File: config.mk
export PLATFORM = sky130hd
export DESIGN_NAME = silife_frame_seq
export DESIGN_NICKNAME = d
export VERILOG_FILES = /design/src/rtl/silife_frame_seq.sv
export SDC_FILE = /design/constraint.sdc
export NUM_CORES = 1
export LEC_CHECK = 0
export CORE_MARGIN = 2
export CORE_UTILIZATION = 25
export DETAILED_ROUTE_END_ITERATION = 10
export HOLD_SLACK_MARGIN = 0.02
export PLACE_DENSITY = 0.48
export SLEW_MARGIN = 40
export SYNTH_ARGS = -nofsm -noshare
export SYNTH_HDL_FRONTEND = slang
export SYNTH_SLANG_ARGS = --single-unit
File: constraint.sdc
create_clock -name clk -period 3.7 [get_ports clk]
set_input_delay 0.37 -clock clk [delete_from_list [all_inputs] [get_ports clk]]
set_output_delay 0.37 -clock clk [all_outputs]
set_load 0.005 [all_outputs]
File: src/rtl/silife_frame_seq.sv
`default_nettype none
// ============================================================================
// Module   : silife_frame_seq
// Brief    : Row-scan frame sequencer for the life display, with per-row dwell,
//            optional blanking and frame-boundary grid-update handshake.
// Revision : 1.0  initial release
// ============================================================================
module silife_frame_seq #(
    parameter int HEIGHT = 8
) (
    input  logic        clk,
    input  logic        reset_n,
    input  logic        enable,
    input  logic [15:0] cycles,
    input  logic [3:0]  blank,
    input  logic        upd_req,
    output logic        upd_ack,
    output logic [7:0]  row,
    output logic        row_valid,
    output logic        frame_start,
    output logic [7:0]  frame_count
);

    localparam logic [7:0] C_LAST_ROW = 8'(HEIGHT - 1);

    typedef enum logic [1:0] {
        ST_IDLE   = 2'd0,
        ST_SCAN   = 2'd1,
        ST_BLANK  = 2'd2,
        ST_UPDATE = 2'd3
    } state_t;

    state_t      r_state;
    logic [15:0] r_dwell;
    logic [3:0]  r_blank;
    logic [7:0]  r_row;
    logic        r_row_valid;
    logic        r_frame_start;
    logic        r_upd_ack;
    logic [7:0]  r_frame_count;

    logic w_run;
    logic w_scan_end;
    logic w_adv;

    // cycles==0 freezes the current row, so it never produces a row end
    assign w_run      = enable && (cycles != 16'd0);
    assign w_scan_end = (r_state == ST_SCAN) && w_run && (r_dwell >= cycles);
    assign w_adv      = (w_scan_end && (blank == 4'd0)) ||
                        ((r_state == ST_BLANK) && enable && (r_blank <= 4'd1));

    always_ff @(posedge clk or negedge reset_n) begin
        if (!reset_n) begin
            r_state       <= ST_IDLE;
            r_dwell       <= 16'd0;
            r_blank       <= 4'd0;
            r_row         <= 8'd0;
            r_row_valid   <= 1'b0;
            r_frame_start <= 1'b0;
            r_upd_ack     <= 1'b0;
            r_frame_count <= 8'd0;
        end else begin
            r_frame_start <= 1'b0;
            case (r_state)
                ST_IDLE: begin
                    if (w_run) begin
                        r_state       <= ST_SCAN;
                        r_row         <= 8'd0;
                        r_dwell       <= 16'd0;
                        r_row_valid   <= 1'b1;
                        r_frame_start <= 1'b1;
                    end
                end
                ST_SCAN: begin
                    if (!enable) begin
                        r_state     <= ST_IDLE;
                        r_row       <= 8'd0;
                        r_dwell     <= 16'd0;
                        r_blank     <= 4'd0;
                        r_row_valid <= 1'b0;
                    end else if (cycles != 16'd0) begin
                        if (r_dwell < cycles) begin
                            r_dwell <= r_dwell + 16'd1;
                        end else begin
                            r_dwell <= 16'd0;
                            if (blank != 4'd0) begin
                                r_state     <= ST_BLANK;
                                r_blank     <= blank;
                                r_row_valid <= 1'b0;
                            end
                        end
                    end
                end
                ST_BLANK: begin
                    if (!enable) begin
                        r_state     <= ST_IDLE;
                        r_row       <= 8'd0;
                        r_dwell     <= 16'd0;
                        r_blank     <= 4'd0;
                        r_row_valid <= 1'b0;
                    end else if (r_blank > 4'd1) begin
                        r_blank <= r_blank - 4'd1;
                    end
                end
                ST_UPDATE: begin
                    if (!upd_req) begin
                        r_upd_ack <= 1'b0;
                        r_dwell   <= 16'd0;
                        if (enable) begin
                            r_state       <= ST_SCAN;
                            r_row_valid   <= 1'b1;
                            r_frame_start <= 1'b1;
                        end else begin
                            r_state <= ST_IDLE;
                        end
                    end
                end
                default: r_state <= ST_IDLE;
            endcase

            // Row advance overrides the per-state updates above
            if (w_adv) begin
                r_dwell <= 16'd0;
                r_blank <= 4'd0;
                if (r_row < C_LAST_ROW) begin
                    r_row       <= r_row + 8'd1;
                    r_state     <= ST_SCAN;
                    r_row_valid <= 1'b1;
                end else begin
                    r_frame_count <= r_frame_count + 8'd1;
                    r_row         <= 8'd0;
                    if (upd_req) begin
                        r_state     <= ST_UPDATE;
                        r_upd_ack   <= 1'b1;
                        r_row_valid <= 1'b0;
                    end else begin
                        r_state       <= ST_SCAN;
                        r_row_valid   <= 1'b1;
                        r_frame_start <= 1'b1;
                    end
                end
            end
        end
    end

    assign upd_ack     = r_upd_ack;
    assign row         = r_row;
    assign row_valid   = r_row_valid;
    assign frame_start = r_frame_start;
    assign frame_count = r_frame_count;

endmodule
`default_nettype wire

==> out/qor.yml, run 1 <==
status:
  outcome: "complete, no violations"
timing:
  hold_violations: 0
  final.min_clock_period_ns: 3.302
  fin_setup_tns_ns: 0
  holdWs_ns: 0.04357
  slew_violations: 0
  skew_ns: 0.007630
  rsz0062_at_grt: "no"
  fin_crit_sh_pct: 89.24
  maxSlewHeadroom_pct: 63.56
  worstMarginPinSlew_ns: 0.5466
  max_freq_mhz: 302.9
  finalSetupViolCount: 0
placement:
  dp_hpwl_mm: 5.073
  place_area_um2: 3339
  io_buffers: 42
  place.gp.congestion: 0.7827
pwr:
  power_density_nw_per_um2: 437.2
  fin_total_pwr_w: 0.001510
  vdd_drop_max_v: 0.0002269
  p_leak_nw: 1.526
finish:
  syn_to_final_growth_pct: 25.44
  drive_gt1_share_pct: 6.877
  utilization_pct: 32.01
  final_area_um2: 3455
  nets: 398
  antenna_cells: 0
setup_path:
  end_kind: "flop"
  r2r-start: "r_dwell[5]$_DFFE_PN0P_"
  required_ns: 3.88
  crit_fanout: 11
  crit_start: "cycles[13]"
  startpoint_type: "input pin"
  worstPathArrival_ns: 3.48
  crit_type: "input pin to flop"
clock_tree:
  clock-sinks: 41
  cts_max_level: 2
  cts_buffer_depth: 2
  cts_setup_buffers: 0
  ctsHoldBuffers: 0
  cts_resized: 0
  cts_made_buffers: 5
  cts_tree: "built"
  root_buffer: "clkbuf_8"
  path_clk_slew_ns: 0.09
  clkLatencyLatePin_ns: 0.30
route:
  drt_pass1_iterations: 4
  wl_per_cell_um: 13.93
  num_vias: 2350
  drt-initial-drc-count: 115
  viasPerCell: 4.806
  drc: 0
  totalWireLength_mm: 6.813
  ant_nets: 0
yosys:
  ys_ff_latch: 41
  synth_compound_area_share_pct: 17.54
  synthMuxAreaShare_pct: 1.954
  syn_avg_cell_area_um2: 9.089
  ys_seq_area_share_pct: 37.26
  synthAdderAreaFrac_pct: 11.81
  async_flop_share_pct: 100.0
  yosys_warnings: 0
  synth_flop_cell: "dfrtp_1"
  synth-edff-count: 0
  synthSimpleGateAreaFrac_pct: 23.90
  synth_cell_type_count: 58
  synth_xor_area_share_pct: 2.226
  synth_top_family_by_area: "simple AND/OR/NAND/NOR gates"
  syn_area_um2: 2754
  syn_nets: 353
  netlist_instances: 303
hold_path:
  hp-class: "input pin to async pin"
floorplanning:
  io_pins: 43
  core_um2: 10790
  rows: 38
  start_util_pct: 25.52
  dieArea_um2: 11870
  die_h_um: 109.0
  fp.dieW_um: 109.0
run:
  maxCapViolCount: 0
global_routing:
  grt_max_degree: 42
  grt_usage_pct: 12.48
  grt_pass1_wl_mm: 11.70
  overflow: 0
  antenna_found_initial: 0
  grt_pass1_vias: 2331
-- layout by cell type (no fill, tap or decap), drive strengths merged, types with 2 or more instances in the layout --
master	instances
nand2	26
and2	7
o21a	2
mux2	3
nand3	13
and4	2
a21oi	8
mux2i	2
nor2b	6
nor4b	3
o41ai	3
a21boi	2
o22ai	2
o31ai	7
a21o	3
nor3b	2
a211oi	2
or2	2
nor2	17
a221oi	2
clkbuf	5
nor3	7
nand2b	6
clkdlybuf4s50	41
and3	7
inv	27
a22o	2
xnor2	6
nor4	8
nand4	7
o21ai	25
or4	3
ha	26
dfrtp	41
buf	6
-- synthesized netlist by cell type (2+ instances only) --
cell type / instances / area share, %
dfrtp_1: 41 / 37
inv_1: 27 / 3.7
ha_1: 26 / 12
nand2_1: 26 / 3.5
o21ai_0: 22 / 4.0
nor2_1: 16 / 2.2
nand3_1: 13 / 2.4
a21oi_1: 8 / 1.5
nor4_1: 8 / 1.8
and3_1: 7 / 1.6
nand4_1: 7 / 1.6
nor3_1: 7 / 1.3
o31ai_1: 7 / 1.9
and2_1: 6 / 1.4
nand2b_1: 6 / 1.4
nor2b_1: 6 / 1.4
xnor2_1: 6 / 1.9
clkbuf_1: 5 / 0.68
a21o_1: 3 / 0.82
buf_2: 3 / 0.55
nor4b_1: 3 / 0.95
o21ai_1: 3 / 0.55
o41ai_1: 3 / 0.95
a211oi_1: 2 / 0.55
a22o_1: 2 / 0.64
and4_1: 2 / 0.64
mux2_2: 2 / 0.82
mux2i_1: 2 / 0.73
nor3b_1: 2 / 0.55
o21a_1: 2 / 0.55
o22ai_1: 2 / 0.45
or4_1: 2 / 0.55
-- power breakdown --
group | total, W | internal, W | switching [W]
logic | 0.000598 | 0.000247 | 0.000351
clock network | 0.000374 | 0.000202 | 0.000172
registers | 0.000539 | 0.000494 | 0.0000443
-- stage by stage --
stage	setup WS (ns)	instances
floorplan	0.9606	303
global placement	0.2166	481
detailed placement	0.1347	481
CTS	0.4278	489
global route	0.1286	489
finish	0.3981	489
-- sequential cells by signal (all words and copies together) (netlist names) --
name	flops
frame_start	1
frame_count	8
upd_ack	1
r_blank	4
r_dwell	16
r_state	2
row	8
row_valid	1
-- cell families after synthesis --
kind of cell             count (synthesis)
AO/OA/AOI/OAI                           68
XOR/XNOR                                 7
adder cells (fa/ha/maj)                 26
buffers and inverters                   36
flip-flops                              41
multiplexers                             5
AND/OR/NAND/NOR                        120
-- worst max-delay path: stages --
cell and delay [ns]:
clkdlybuf4s50_1 0.51, inv_1 0.06, ha_1 0.32, nand4_1 0.15, nor3_1 0.40, a211oi_1 0.20
a32oi_4 0.44, o221ai_2 0.29, and2_0 0.23, or4_1 0.51
-- routing by layer --
layer | up-vias | global-route usage (%) | part of all wire, %
li1 | 1184 | - | -
met1 | 1119 | 18.13 | 52
met2 | 39 | 18.72 | 44
met3 | 8 | 2.032 | 3.0
met4 | 0 | 4.121 | 1.5
met5 | - | 0 | 0
-- path summary, 6_finish.rpt --
path | endpoint | slack (ns) | cells past startpoint
min in group clk | frame_count[7]$_DFFE_PN0P_ | 0.49 | 1
hold / removal | r_dwell[6]$_DFFE_PN0P_ | 0.04 | 1
hold reg to reg | frame_count[7]$_DFFE_PN0P_ | 0.49 | 1
setup / recovery | r_blank[3]$_DFFE_PN0P_ | 0.40 | 10
setup reg to reg | r_blank[3]$_DFFE_PN0P_ | 0.59 | 8
max in group asynchronous | r_state[0]$_DFFE_PN0P_ | 3.28 | 1
-- cell type report --
class                      count  area (um^2)
fill                        1111         7338
clock buffer                   5        68.82
inverter                      27        101.3
clock inverter                 3        46.29
multi-input combinational    226         1582
tap                          140        175.2
timing repair buffer          47        455.4
sequential                    41         1026
Power figures use the tool's default switching activity.
==> run 2, diff against run 1 <==
- CORE_UTILIZATION: 25 -> 30
- PLACE_DENSITY: 0.48 -> 0.46
==> run 2 against run 1 <==
  * Design area is 1.2% lower
  * Clock power shrank 18%
  * Worst setup slack gained 0.14 ns
  * Flip-flop and latch count stayed put
  * Sequential power about the same
  * Highest routed layer unchanged
==> out/qor.yml, run 2 (synthesis results as in run 1) <==
clock_tree:
  cts_tree: "built"
  cts_max_level: 2  # unchanged
  cts_resized: 0  # unchanged
  clock-sinks: 41  # unchanged
  root_buffer: "clkbuf_8"
  clkLatencyLatePin_ns: 0.29  # about the same
  path_clk_slew_ns: 0.08  # about the same
  cts_setup_buffers: 0  # unchanged
  ctsHoldBuffers: 0  # unchanged
  cts_made_buffers: 5  # unchanged
  cts_buffer_depth: 2  # unchanged
global_routing:
  grt_pass1_wl_mm: 11.88  # +1.6%
  grt_pass1_vias: 2328  # -0.13%
  antenna_found_initial: 0  # unchanged
  overflow: 0  # unchanged
  grt_usage_pct: 14.73  # +2.2 points
  grt_max_degree: 42  # unchanged
setup_path:
  r2r-start: "r_state[0]$_DFFE_PN0P_"
  end_kind: "flop"
  worstPathCellList: "clkdlybuf4s50_1 > inv_1 > ha_1 > a21o_1 > a221o_1 > a211oi_1 > a32oi_4 > o221ai_2 > nor4_1 > or4_1"
  reg2regPathDepth: 9  # +1
  crit_type: "input pin to flop"
  startpoint_type: "input pin"
  path_depth: 10  # unchanged
  crit_fanout: 11  # unchanged
  reg2reg_to: "r_blank[2]$_DFFE_PN0P_"
  slowest_delay_ns: 0.51  # about the same
  worstPathArrival_ns: 3.33  # -0.15 ns
  required_ns: 3.86  # -0.02 ns
  crit_family: "compound AO/OA/AOI/OAI gates"
  reg2reg_slack_ns: 0.67  # +0.08 ns
  crit_slowest_cell: "or4_1"
  path_buf_inv: 2  # unchanged
pwr:
  p_sw_w: 0.0005539  # -2.3%
  p_int_w: 0.0009004  # -4.5%
  power.share.switching_pct: 38.09  # +0.54 points
  vdd_drop_max_v: 0.0001793  # -21%
  p_comb_share_pct: 41.9  # +2.3 points
  seq_power_share_pct: 37.0  # +1.3 points
  p_clk_share_pct: 21.2  # -3.6 points
  p_leak_nw: 1.530  # +0.24%
  power_density_nw_per_um2: 426.3  # -2.5%
placement:
  place.gp.congestion: 0.8399  # +7.3%
  io_buffers: 42  # unchanged
  dp_hpwl_mm: 5.198  # +2.5%
route:
  viasPerCell: 5.133  # +6.8%
  drt-initial-drc-count: 47  # -59%
  num_vias: 2356  # +0.26%
  drc: 0  # unchanged
  ant_nets: 0  # unchanged
  drt_pass1_iterations: 4  # unchanged
  wl_per_cell_um: 15.22  # +9.2%
  totalWireLength_mm: 6.986  # +2.5%
finish:
  seqCellArea_um2: 1026  # unchanged
  multi_input_area_um2: 1582  # unchanged
  drive_gt1_share_pct: 7.407  # +0.53 points
  antenna_cells: 0  # unchanged
  largest_reg_flops: 16  # unchanged
  regMostFlops: "r_dwell"
  nets: 401  # +0.75%
  syn_to_final_growth_pct: 23.90
  layout_common_cells: "dfrtp_1 (41), clkdlybuf4s50_1 (41), inv_1 (27), nand2_1 (26), ha_1 (26)"
  num-fill-cells: 912  # -18%
  utilization_pct: 38.75  # +6.7 points
timing:
  maxSlewHeadroom_pct: 63.70  # +0.13 points
  rsz0062_at_grt: "no"
  fin_crit_sh_pct: 85.48  # -3.8 points
  finalSetupViolCount: 0  # unchanged
  fin_setup_tns_ns: 0  # unchanged
  final.min_clock_period_ns: 3.163  # -0.1393 ns
  skew_ns: 0.005367  # -0.002263 ns
  worstMarginPinSlew_ns: 0.5445  # -0.002021 ns
  max_freq_mhz: 316.2  # +4.4%
  slew_violations: 0  # unchanged
  holdWs_ns: 0.04729  # +0.003726 ns
  hold_violations: 0  # unchanged
floorplanning:
  die_h_um: 99.81  # -8.4%
  core_um2: 8806  # -18%
  dieArea_um2: 9962  # -16%
  io_pins: 43  # unchanged
  start_util_pct: 31.27  # +5.8 points
  fp.dieW_um: 99.81  # -8.4%
  rows: 34  # -11%
run:
  maxCapViolCount: 0  # unchanged
hold_path:
  hp-class: "input pin to async pin"
status:
  outcome: "complete, no violations"
-- run 2: cell count changes in the layout (fill, tap and decap cells not counted) --
cell,delta
buf_4,+3
bufinv_16,-1
clkbuf_8,+1
clkinv_4,-1
-- run 2: stage by stage --
step / cell area (um^2) / power [W] / worst slack, ns / std cells
after floorplan: 2754 / 0.0009595 / 0.9606 / 303
after global placement: 3319 / 0.001156 / 0.2522 / 452
after detailed placement: 3322 / 0.001161 / 0.2009 / 452
after CTS: 3412 / 0.001482 / 0.5314 / 459
after global routing: 3412 / 0.001586 / 0.3110 / 459
final: 3412 / 0.001454 / 0.5373 / 459
-- run 2: worst reg2reg max path, delay by kind of cell (launching register included) --
family	cells	cell delay [ns]
fa+ha+maj	1	0.37
buf+inv	1	0.10
simple gates	4	1.24
compound gates	3	0.80
flops	1	0.38
-- run 2: power groups by stage --
| stage | sequential (W) | clock [W] | combinational, W |
|---|---|---|---|
| 2_1_floorplan | 0.000535 | 0 | 0.000424 |
| 3_3_place_gp | 0.000545 | 0 | 0.000611 |
| 3_5_place_dp | 0.000545 | 0 | 0.000616 |
| 4_1_cts | 0.000539 | 0.000323 | 0.000621 |
| 5_1_grt | 0.000547 | 0.000346 | 0.000693 |
| 6_report | 0.000538 | 0.000308 | 0.000609 |
-- run 2: worst max path at each step --
| stage | from | end |
|---|---|---|
| CTS | cycles[5] | r_blank[2]$_DFFE_PN0P_ |
| detailed placement | cycles[7] | r_blank[2]$_DFFE_PN0P_ |
| global placement | cycles[5] | r_blank[3]$_DFFE_PN0P_ |
| floorplan | r_dwell[5]$_DFFE_PN0P_ | r_blank[2]$_DFFE_PN0P_ |
| global route | cycles[15] | r_blank[3]$_DFFE_PN0P_ |
| finish | cycles[5] | r_blank[2]$_DFFE_PN0P_ |
-- run 2: final cells by class --
type | count | share of cell area [%]
multi-input cells | 226 | 46.35
clock buffers | 6 | 2.420
repair buffers | 50 | 14.01
well taps | 108 | 3.960
inverters | 27 | 2.970
flip-flops and latches | 41 | 30.07
clock inverters | 1 | 0.2200
-- run 2: metal layers --
layer  share of wire, %  track usage, %  wire length (um)
met3                3.5           2.855               243
met2                 43           22.30              3002
met5                  0               0                 0
met1                 52           21.66              3645
met4                1.4           3.583                95
==> run 3, diff against run 2 <==
- ABC_CLOCK_PERIOD_IN_PS: unset -> 3700
- CORE_ASPECT_RATIO: unset -> 0.9
==> run 3 against run 2 <==
  * Total power up 5.9%
  * Sequential power about the same
  * Wire length down 0.23%
  * Highest routed layer unchanged
  * Design area up 1.6%
  * Worst hold slack better by 0.0041 ns
  * Clock power up 20%
  * Core utilization down 0.24 points
  * Count of clock-buffer cells in the layout unchanged
  * Combinational power up 4.3%
  * Register-to-register slack better by 0.08 ns
  * Die area about the same
==> out/qor.yml, run 3 (synthesis results as in run 1) <==
setup_path:
  reg2reg_to: "r_blank[3]$_DFFE_PN0P_"
  worstPathCellList: "clkdlybuf4s50_1 > inv_1 > ha_1 > a21o_1 > a221o_1 > a211oi_1 > a32oi_4 > o221ai_2 > buf_4 > nor4b_1 > or4_1"
  r2r-start: "r_dwell[14]$_DFFE_PN0P_"
  slowest_delay_ns: 0.49  # -0.02 ns
  reg2reg_slack_ns: 0.75  # +0.08 ns
  crit_type: "input pin to flop"
  worstPathArrival_ns: 3.28  # -0.05 ns
  crit_slowest_cell: "clkdlybuf4s50_1"
  crit_fanout: 7  # -4
  required_ns: 3.87  # about the same
  end_kind: "flop"
  startpoint_type: "input pin"
  reg2regPathDepth: 8  # -1
timing:
  fin_setup_tns_ns: 0  # unchanged
  worstMarginPinSlew_ns: 0.5640  # +0.01949 ns
  rsz0062_at_grt: "no"
  setup_slack_ns: 0.5912  # +0.05384 ns
  final.min_clock_period_ns: 3.109  # -0.05384 ns
  maxSlewHeadroom_pct: 62.40  # -1.3 points
  slew_violations: 0  # unchanged
  finalSetupViolCount: 0  # unchanged
  skew_ns: 0.008378  # +0.003011 ns
  fin_crit_sh_pct: 84.02  # -1.5 points
  hold_violations: 0  # unchanged
  max_freq_mhz: 321.7  # +1.7%
floorplanning:
  die_h_um: 94.90  # -4.9%
  rows: 33  # -2.9%
  core_um2: 9001  # +2.2%
  io_pins: 43  # unchanged
  dieArea_um2: 9964  # about the same
  fp.dieW_um: 105.0  # +5.2%
  start_util_pct: 30.59  # -0.68 points
pwr:
  power.share.switching_pct: 36.95  # -1.1 points
  power_density_nw_per_um2: 444.4  # +4.3%
  seq_power_share_pct: 34.9  # -2.1 points
  p_sw_w: 0.0005691  # +2.7%
  p_comb_share_pct: 41.2  # -0.7 points
  p_leak_nw: 1.551  # +1.4%
  p_int_w: 0.0009713  # +7.9%
  p_clk_share_pct: 23.9  # +2.7 points
  vdd_drop_max_v: 0.0001538  # -14%
clock_tree:
  cts_made_buffers: 5  # unchanged
  cts_tree: "built"
  root_buffer: "clkbuf_8"
  ctsHoldBuffers: 0  # unchanged
  path_clk_slew_ns: 0.08  # about the same
  clkLatencyLatePin_ns: 0.29  # about the same
  cts_setup_buffers: 0  # unchanged
  clock-sinks: 41  # unchanged
  cts_buffer_depth: 2  # unchanged
  cts_resized: 0  # unchanged
  cts_max_level: 2  # unchanged
global_routing:
  grt_pass1_wl_mm: 11.99  # +0.88%
  antenna_found_initial: 0  # unchanged
  grt_pass1_vias: 2369  # +1.8%
  grt_usage_pct: 15.01  # +0.28 points
  overflow: 0  # unchanged
  grt_max_degree: 42  # unchanged
route:
  viasPerCell: 4.939  # -3.8%
  num_vias: 2351  # -0.21%
  drt_pass1_iterations: 4  # unchanged
  drc: 0  # unchanged
  wl_per_cell_um: 14.64  # -3.8%
  ant_nets: 0  # unchanged
  drt-initial-drc-count: 84  # +79%
  totalWireLength_mm: 6.970  # -0.23%
finish:
  drive_gt1_share_pct: 7.910  # +0.50 points
  layout_common_cells: "dfrtp_1 (41), clkdlybuf4s50_1 (41), inv_1 (27), nand2_1 (26), ha_1 (26)"
  regMostFlops: "r_dwell"
  syn_to_final_growth_pct: 25.85
  final_cells: 476  # +3.7%
  nets: 403  # +0.50%
  antenna_cells: 0  # unchanged
  largest_reg_flops: 16  # unchanged
run:
  maxCapViolCount: 0  # unchanged
status:
  outcome: "complete, no violations"
hold_path:
  hp-class: "input pin to async pin"
placement:
  dp_slack_ns: 0.2636  # +0.06272 ns
  dp_hpwl_mm: 5.156  # -0.80%
  io_buffers: 42  # unchanged
  dp_cells: 468  # +3.5%
  place.gp.congestion: 0.7906  # -5.9%
==> run 3: changes by cell type in the layout (fill, tap and decap cells not counted) <==
| cell | change |
|---|---|
| clkinvlp_4 | -1 |
| clkbuf_8 | -1 |
| bufinv_16 | +1 |
| clkbuf_1 | +1 |
| buf_4 | +2 |
| clkinv_4 | +1 |
==> run 3: worst max path at each step <==
| stage | slack, ns | endpoint | from |
|---|---|---|---|
| finish | 0.59 | r_blank[2]$_DFFE_PN0P_ | cycles[5] |
| global route | 0.30 | r_dwell[9]$_DFFE_PN0P_ | cycles[14] |
| CTS | 0.58 | r_blank[2]$_DFFE_PN0P_ | cycles[5] |
| detailed placement | 0.26 | r_blank[2]$_DFFE_PN0P_ | cycles[5] |
| global placement | 0.31 | r_blank[2]$_DFFE_PN0P_ | cycles[5] |
| floorplan | 0.96 | r_blank[2]$_DFFE_PN0P_ | r_dwell[5]$_DFFE_PN0P_ |
==> run 3: final cells by class <==
| type | instances | area [um^2] |
|---|---|---|
| clock buffers | 6 | 72.57 |
| clock inverters | 2 | 38.79 |
| fillers | 962 | 5535 |
| flip-flops and latches | 41 | 1026 |
| multi-input cells | 226 | 1582 |
| repair buffers | 52 | 493.0 |
| inverters | 27 | 101.3 |
| well taps | 122 | 152.6 |
==> run 3: stage by stage <==
stage | cell area, um^2 | utilization [%] | hold slack [ns] | power, W
final | 3466 | 38.50 | 0.05136 | 0.001540
after global routing | 3466 | 38.50 | 0.1038 | 0.001666
after floorplan | 2754 | - | 0.07441 | 0.0009595
after global placement | 3352 | 37.24 | 0.4659 | 0.001182
after detailed placement | 3354 | 37.27 | 0.4063 | 0.001181
after CTS | 3466 | 38.50 | 0.08089 | 0.001562
==> run 3: worst max-delay path, delay by kind of cell <==
family / cells / cell delay [ns]
adder cells (fa/ha/maj): 1 / 0.29
AO/OA/AOI/OAI: 5 / 1.44
buffers and inverters: 3 / 0.74
AND/OR/NAND/NOR: 2 / 0.44
==> run 3: per-layer routing <==
layer | vias to the layer above | share of wire, % | GRT usage [%]
li1 | 1196 | - | -
met1 | 1106 | 53 | 22.07
met2 | 47 | 43 | 23.00
met3 | 2 | 3.2 | 3.037
met4 | 0 | 0.50 | 2.667
met5 | - | 0 | 0
==> run 3: power by group through the flow <==
stage / clock network, W / logic, W / registers, W
2_1_floorplan: 0 / 0.000424 / 0.000535
3_3_place_gp: 0 / 0.000634 / 0.000548
3_5_place_dp: 0 / 0.000636 / 0.000546
4_1_cts: 0.000382 / 0.000643 / 0.000537
5_1_grt: 0.000397 / 0.000722 / 0.000547
6_report: 0.000369 / 0.000635 / 0.000537
